### config.mk
export PLATFORM = sky130hd
export DESIGN_NAME = register_file
export DESIGN_NICKNAME = d
export VERILOG_FILES = /design/src/rtl/register_file.sv
export SDC_FILE = /design/constraint.sdc
export NUM_CORES = 2
export LEC_CHECK = 0
export BUFFER_PORTS_ARGS = -buffer_cell sky130_fd_sc_hd__buf_2
export CAP_MARGIN = 25
export CORE_MARGIN = 2
export CORE_UTILIZATION = 48
export CTS_BUF_LIST = sky130_fd_sc_hd__clkbuf_16
export CTS_CLUSTER_SIZE = 8
export DETAILED_ROUTE_END_ITERATION = 12
export PLACE_DENSITY = 0.7
export SYNTH_ARGS = -nofsm -noshare
export SYNTH_HDL_FRONTEND = slang
export SYNTH_SLANG_ARGS = --single-unit
### constraint.sdc
create_clock -name clk -period 6.8 [get_ports clk]
set_input_delay 0 -clock clk [delete_from_list [all_inputs] [get_ports clk]]
set_output_delay 0 -clock clk [all_outputs]
set_load 0.02 [all_outputs]
### src/rtl/register_file.sv
// register_file: RV32I integer register file with per-register pending-write scoreboard; REGFILE_BYPASS_EN adds write-to-read forwarding.
// Latency: reads combinational, writes visible next cycle (same cycle with bypass); no backpressure, every input accepted each cycle.
module register_file #(
  parameter int                 DWIDTH  = 32,
  parameter int                 NREGS   = 32,
  parameter logic [DWIDTH-1:0]  SP_INIT = 32'h0110_0000
) (
  input  logic              clk,
  input  logic              rst,
  input  logic [4:0]        rs1_i,
  input  logic [4:0]        rs2_i,
  output logic [DWIDTH-1:0] rs1_data_o,
  output logic [DWIDTH-1:0] rs2_data_o,
  output logic              rs1_busy_o,
  output logic              rs2_busy_o,
  input  logic              issue_en_i,
  input  logic [4:0]        rd_issue_i,
  input  logic              wr_en_i,
  input  logic [4:0]        rd_wr_i,
  input  logic [DWIDTH-1:0] wr_data_i,
  input  logic              flush_i
);

  logic [DWIDTH-1:0] regs [NREGS];
  logic [NREGS-1:0]  busy;

  logic wr_act;
  logic issue_act;

  assign wr_act    = wr_en_i && (rd_wr_i != 5'd0);
  assign issue_act = issue_en_i && (rd_issue_i != 5'd0);

  always_ff @(posedge clk) begin
    if (rst) begin
      for (int i = 0; i < NREGS; i++) begin
        regs[i] <= (i == 2) ? SP_INIT : '0;
      end
      busy <= '0;
    end else begin
      if (wr_act) begin
        regs[rd_wr_i] <= wr_data_i;
      end
      if (flush_i) begin
        busy <= '0;
      end else begin
        // Issue is applied after the write clear so a new producer wins on a shared index.
        if (wr_act) begin
          busy[rd_wr_i] <= 1'b0;
        end
        if (issue_act) begin
          busy[rd_issue_i] <= 1'b1;
        end
      end
    end
  end

  always_comb begin
    rs1_data_o = (rs1_i == 5'd0) ? '0 : regs[rs1_i];
    rs2_data_o = (rs2_i == 5'd0) ? '0 : regs[rs2_i];
    rs1_busy_o = (rs1_i == 5'd0) ? 1'b0 : busy[rs1_i];
    rs2_busy_o = (rs2_i == 5'd0) ? 1'b0 : busy[rs2_i];
`ifdef REGFILE_BYPASS_EN
    if (wr_act && (rd_wr_i == rs1_i)) begin
      rs1_data_o = wr_data_i;
      rs1_busy_o = 1'b0;
    end
    if (wr_act && (rd_wr_i == rs2_i)) begin
      rs2_data_o = wr_data_i;
      rs2_busy_o = 1'b0;
    end
`endif
  end

endmodule

# Word-level counts from Yosys, hierarchy flattened
# Memories as Yosys holds them, arrays and structs flattened.
# Index checks and enable logic that the tools add are counted.
[classes]
order_cmp = 6
n_bitwise = 3
muxes = 24
reduce_logical = 10
[op_table]
columns = ["cell", "n"]
rows = [
  ["two-way mux 32 bit", 7],
  ["bitwise AND 32 bit", 1],
  ["NOT 32 bit", 1],
  ["OR 32 bit", 1],
  ["OR reduction 32 bit", 1],
  ["less-than comparator 5 x 6 -> 1 bit, second input constant", 4],
  ["two-way mux 1 bit", 12],
  ["binary-select mux 1 bit (select 5 bit)", 2],
  ["demux 1 bit (select 5 bit)", 2],
  [">= comparator 5 x 1 -> 1 bit, second input constant", 2],
  ["zero test 5 bit", 2],
  ["nonzero test 5 bit", 2],
  ["two-way mux 5 bit", 1],
  ["logical AND 1 bit", 4],
  ["OR reduction 2 bit", 1],
]
[totals]
out_inout_bits = 66
reg_bits = 32
ram_bits = 1024
mem_count = 1
[mem_list]
columns = ["memory", "words", "width", "rd", "rd_clocked_by_memory_dff", "wr", "line", "source"]
rows = [
  ["regs", 32, 32, 2, 0, 32, "24", "logic [DWIDTH-1:0] regs [NREGS];"],
]

# Logic depth before layout (Yosys ltp)
[logic_depth]
word_depth = 11
depth_mapped = 8

# Worst setup path after synthesis
# No wires, ideal clock.
[synth_timing]
path_kind = "in2reg"
from = "input rd_wr_i[3]"
to = "memory regs[4][0] (enable)"
arrival_time_ns = 2.149
path_buffers = 1
stages = 3
path_slack_ns = 4.223
path_cell_list = "or3b_2 clkbuf_1 o21bai_1"
[synth_rtl]
columns = ["element", "line", "source"]
rows = [
  ["from (decl)", "19", "input logic [4:0] rd_wr_i,"],
  ["to (decl)", "24", ""],
]

# Final worst setup path
[layout_timing]
from = "input rs1_i[0]"
to = "output rs1_data_o[15]"
[layout_between]
elab_chain_len = 2
elab_cells_between_ends = 3
cone_classes = "mux: 1; reduce/logical: 1; memory: 1"
[layout_lines]
columns = ["element", "line", "source"]
rows = [
  ["from (decl)", "10", "input logic [4:0] rs1_i,"],
  ["memory read (32 x 32 bit) or zero test 5 bit (tied branches)", "-", ""],
  ["two-way mux 32 bit (*)", "58", "rs1_data_o = (rs1_i == 5'd0) ? '0 : regs[rs1_i];"],
  ["to (decl)", "12", "output logic [DWIDTH-1:0] rs1_data_o,"],
]
# Mark *: on every way between the ends. The rest lies on a longest branch, timed or not.

==> impl_results.html <==
<table>
<tr><th>Metric</th><th>Value</th></tr>
<tr><th colspan="2">Outcome</th></tr>
<tr><td>Result of the run</td><td>completed</td></tr>
<tr><th colspan="2">Timing</th></tr>
<tr><td>Fin crit period</td><td>3730 ps</td></tr>
<tr><td>RSZ-0062 raised after global routing</td><td>false</td></tr>
<tr><td>Count of final max-slew check failures</td><td>0</td></tr>
<tr><td>Slew at the pin closest to its max-slew limit</td><td>1250 ps</td></tr>
<tr><td>Final worst clock skew</td><td>0 ps</td></tr>
<tr><td>Final setup violation count</td><td>0</td></tr>
<tr><td>Final worst path period share</td><td>0.549</td></tr>
<tr><td>Final critical-path setup slack</td><td>3070 ps</td></tr>
<tr><td>Final TNS setup</td><td>0 ps</td></tr>
<tr><td>Hold Violations, Final</td><td>0</td></tr>
<tr><td>Relative slew margins</td><td>0.164</td></tr>
<tr><td>Highest attainable clock frequency</td><td>268 MHz</td></tr>
<tr><th colspan="2">Clock network</th></tr>
<tr><td>Maximum buffer depth of the clock tree</td><td>3</td></tr>
<tr><td>Root Driver</td><td>clkbuf_16</td></tr>
<tr><td>Post-CTS resize count</td><td>0</td></tr>
<tr><td>Setup Fix Bufs, Post-CTS</td><td>0</td></tr>
<tr><td>CTS tree</td><td>yes</td></tr>
<tr><td>H-tree lvl count</td><td>4</td></tr>
<tr><td>Clock latency at the later pin of the worst-skew pair</td><td>730 ps</td></tr>
<tr><td>Total clock sinks</td><td>1056</td></tr>
<tr><td>Number of buffers created by CTS</td><td>149</td></tr>
<tr><td>Register clock-pin slew on the reported worst setup and hold paths</td><td>50 ps</td></tr>
<tr><td>Number of buffers inserted by hold repair at cts</td><td>56</td></tr>
<tr><th colspan="2">Placement</th></tr>
<tr><td>Routability-driven placement congestion ratio</td><td>0.930</td></tr>
<tr><td>Worst setup slack before clock tree synthesis</td><td>3220 ps</td></tr>
<tr><td>Port bufs</td><td>122</td></tr>
<tr><td>Post-DP HPWL</td><td>117000 µm</td></tr>
<tr><th colspan="2">Setup path</th></tr>
<tr><td>Cell Chain, Critical Path</td><td>buf_6 -&gt; clkinv_2 -&gt; buf_4 -&gt; mux2_2 -&gt; o21ai_0 -&gt; a311oi_1 -&gt; buf_2</td></tr>
<tr><td>Kind of end point of the critical path</td><td>primary output</td></tr>
<tr><td>Max stage delay cell, worst path</td><td>a311oi_1</td></tr>
<tr><td>Kind of start point of the critical path</td><td>input pin</td></tr>
<tr><td>Critical path start-end classification</td><td>in2out</td></tr>
<tr><td>Required time worst endpoint</td><td>6800 ps</td></tr>
<tr><td>Data arrival time at the worst-slack endpoint</td><td>3730 ps</td></tr>
<tr><td>Biggest fanout along the worst timing path</td><td>38</td></tr>
<tr><td>Critical Path Max Stage Delay</td><td>1010 ps</td></tr>
<tr><th colspan="2">Routing</th></tr>
<tr><td>Number of violations reported at the end of detailed-routing iteration 0</td><td>6299</td></tr>
<tr><td>Top Metal Used</td><td>met5</td></tr>
<tr><td>Post-detailed-route count of antenna-violating nets</td><td>0</td></tr>
<tr><td>Sum of routed wire segments on met1</td><td>69300 µm</td></tr>
<tr><td>Routed wire per std cell</td><td>36.0 µm</td></tr>
<tr><td>Met2 wire length</td><td>88500 µm</td></tr>
<tr><td>DRC violation count after routing</td><td>0</td></tr>
<tr><td>Routed wire length</td><td>196000 µm</td></tr>
<tr><td>Drt pass-1 iters</td><td>7</td></tr>
<tr><td>Detailed-route vias per instance</td><td>7.00</td></tr>
<tr><td>Via count of the routed design</td><td>38100</td></tr>
<tr><td>Routed wl met3</td><td>27300 µm</td></tr>
<tr><th colspan="2">Global routing</th></tr>
<tr><td>Initial antenna violation count</td><td>16</td></tr>
<tr><td>Global-route wire length before repair</td><td>275000 µm</td></tr>
<tr><td>Via count of the first global-routing pass</td><td>37400</td></tr>
<tr><td>Largest net degree at the start of global routing</td><td>92</td></tr>
<tr><td>Total global routing overflow</td><td>0</td></tr>
<tr><td>Total routing usage reported by global routing</td><td>0.319</td></tr>
<tr><th colspan="2">Finish</th></tr>
<tr><td>Share of post-route cells with drive strength above 1</td><td>0.248</td></tr>
<tr><td>Layout Area Growth over Synthesis</td><td>11.3%</td></tr>
<tr><td>Final net count</td><td>3942</td></tr>
<tr><th colspan="2">Logic synthesis</th></tr>
<tr><td>Portion of the post-synthesis area used by sequential elements</td><td>0.549</td></tr>
<tr><td>Count of yosys warnings during synthesis</td><td>0</td></tr>
<tr><td>Cells after synthesis</td><td>3831</td></tr>
<tr><td>Count of distinct cell types in the synthesized netlist</td><td>50</td></tr>
<tr><td>Mapped cell area</td><td>57100 µm²</td></tr>
<tr><td>Flops &amp; latches, synth</td><td>1056</td></tr>
<tr><td>Average cell area after synthesis</td><td>14.9 µm²</td></tr>
<tr><th colspan="2">Job</th></tr>
<tr><td>Max-cap violations</td><td>0</td></tr>
<tr><th colspan="2">Power</th></tr>
<tr><td>Max IR drop VDD</td><td>0.252 mV</td></tr>
<tr><td>Total Power</td><td>0.0164 W</td></tr>
<tr><td>Pleak</td><td>21.8 nW</td></tr>
<tr><td>Areal power density over the cells</td><td>258 nW/µm²</td></tr>
<tr><th colspan="2">Worst hold path</th></tr>
<tr><td>Hold WC Path Type</td><td>in2reg</td></tr>
<tr><th colspan="2">Die</th></tr>
<tr><td>Number of rows in the core area</td><td>126</td></tr>
<tr><td>Y dimension of the die</td><td>349 µm</td></tr>
<tr><td>Die Footprint</td><td>122000 µm²</td></tr>
<tr><td>Starting utilization of the core area</td><td>0.484</td></tr>
<tr><td>Number of I/O pins</td><td>123</td></tr>
<tr><td>Overall die width</td><td>349 µm</td></tr>
<tr><td>Core ar.</td><td>118000 µm²</td></tr>
</table>
-- logic make-up (layout without fill, tap and decap cells) --
family | after synthesis | count (layout) | synth area share
simple gates | 1247 | 1247 | 0.132
compound gates | 444 | 444 | 0.0564
other cells | 1 | 34 | 0.0000656
buf+inv | 423 | 463 | 0.0404
mux | 660 | 660 | 0.222
flops | 1056 | 1056 | 0.549
-- where the power goes --
| part | internal (W) | switching (W) |
|---|---|---|
| registers | 0.00751 | 0.000179 |
| clock network | 0.00396 | 0.00270 |
| logic | 0.000775 | 0.00127 |
| total | 0.0123 | 0.00415 |
-- cell usage in the layout, fill, tap and decap left out, types with 17 or more instances in the layout --
cell type and instances:
conb_1 32, nor2_4 20, a211oi_1 66, nand2_1 69, buf_2 122, nor2b_1 70, o21ai_1 55, a22oi_1 80
edfxtp_1 1024, o2111ai_1 17, mux2_2 66, and2_1 993, buf_4 93, a21oi_1 17, a221oi_1 36, o21ai_0 76
nor2_1 26, dlygate4sd3_1 56, mux4_2 405, mux2i_1 132, o21bai_4 17, dfxtp_1 32, a311oi_1 64, mux4_1 57
clkbuf_16 154
-- through the flow --
stage	hold WS (ps)	utilization	cell area, µm²	cells
after floorplan	180	-	57300	3862
after global placement	423	0.498	58800	5198
after CTS	305	0.538	63500	5429
final	322	0.538	63600	5440
after detailed placement	420	0.499	59000	5205
after global routing	363	0.538	63600	5438
-- sequential cells by signal, summed over array words and instances (netlist names) --
name  flops
regs   1024
busy     32
-- synthesized netlist by cell type, drive strengths merged --
cell | number | area (µm²)
or4 | 2 | 22.5
a211oi | 66 | 495
o2111ai | 17 | 149
dfxtp | 32 | 641
nor2b | 74 | 463
or3 | 3 | 18.8
mux2 | 66 | 743
a311oi | 66 | 591
clkbuf | 256 | 986
or2 | 4 | 25.0
nand3 | 5 | 25.0
nand2 | 69 | 259
and2 | 993 | 6210
nand2b | 19 | 119
a221oi | 49 | 510
nand3b | 5 | 37.5
and3b | 2 | 17.5
buf | 164 | 1310
nand4b | 1 | 8.76
mux2i | 132 | 1320
or3b | 1 | 8.76
nor3 | 3 | 15.0
mux4 | 462 | 10600
inv | 3 | 11.3
nor3b | 3 | 27.5
a21oi | 17 | 85.1
edfxtp | 1024 | 30700
nor2 | 62 | 264
o21bai | 17 | 128
o21ai | 132 | 664
conb | 1 | 3.75
and3 | 1 | 6.26
a22oi | 80 | 601
-- worst max-delay path, delay by kind of cell --
family / cells / cell delay, ps
AOI/OAI and AO/OA: 2 / 1170
muxes: 1 / 400
buffers and inverters: 4 / 2110
-- path summary, 6_finish.rpt --
path,from,end,slack [ps],cells after the start
worst min-delay path,rd_issue_i[2],busy[3],320,5
worst max register to register,busy[2],busy[2],5580,3
worst min register to register,busy[0],busy[0],450,2
worst max-delay path,rs1_i[0],rs1_data_o[15],3070,7
-- final cells by class --
class	count	area, µm²
timing repair buffer	292	2260
inverter	3	13.8
fill	9315	54500
clock buffer	154	3850
multi-input combinational	2383	24000
tap	1536	1920
clock inverter	14	135
sequential	1056	31400
antenna	2	5.00
-- layer usage --
| layer | up-vias | GRT usage |
|---|---|---|
| li1 | 14800 | - |
| met1 | 19400 | 0.423 |
| met2 | 3201 | 0.486 |
| met3 | 612 | 0.0914 |
| met4 | 14 | 0.153 |
| met5 | - | 0 |
Note: power is estimated with default switching activity, not from simulation.
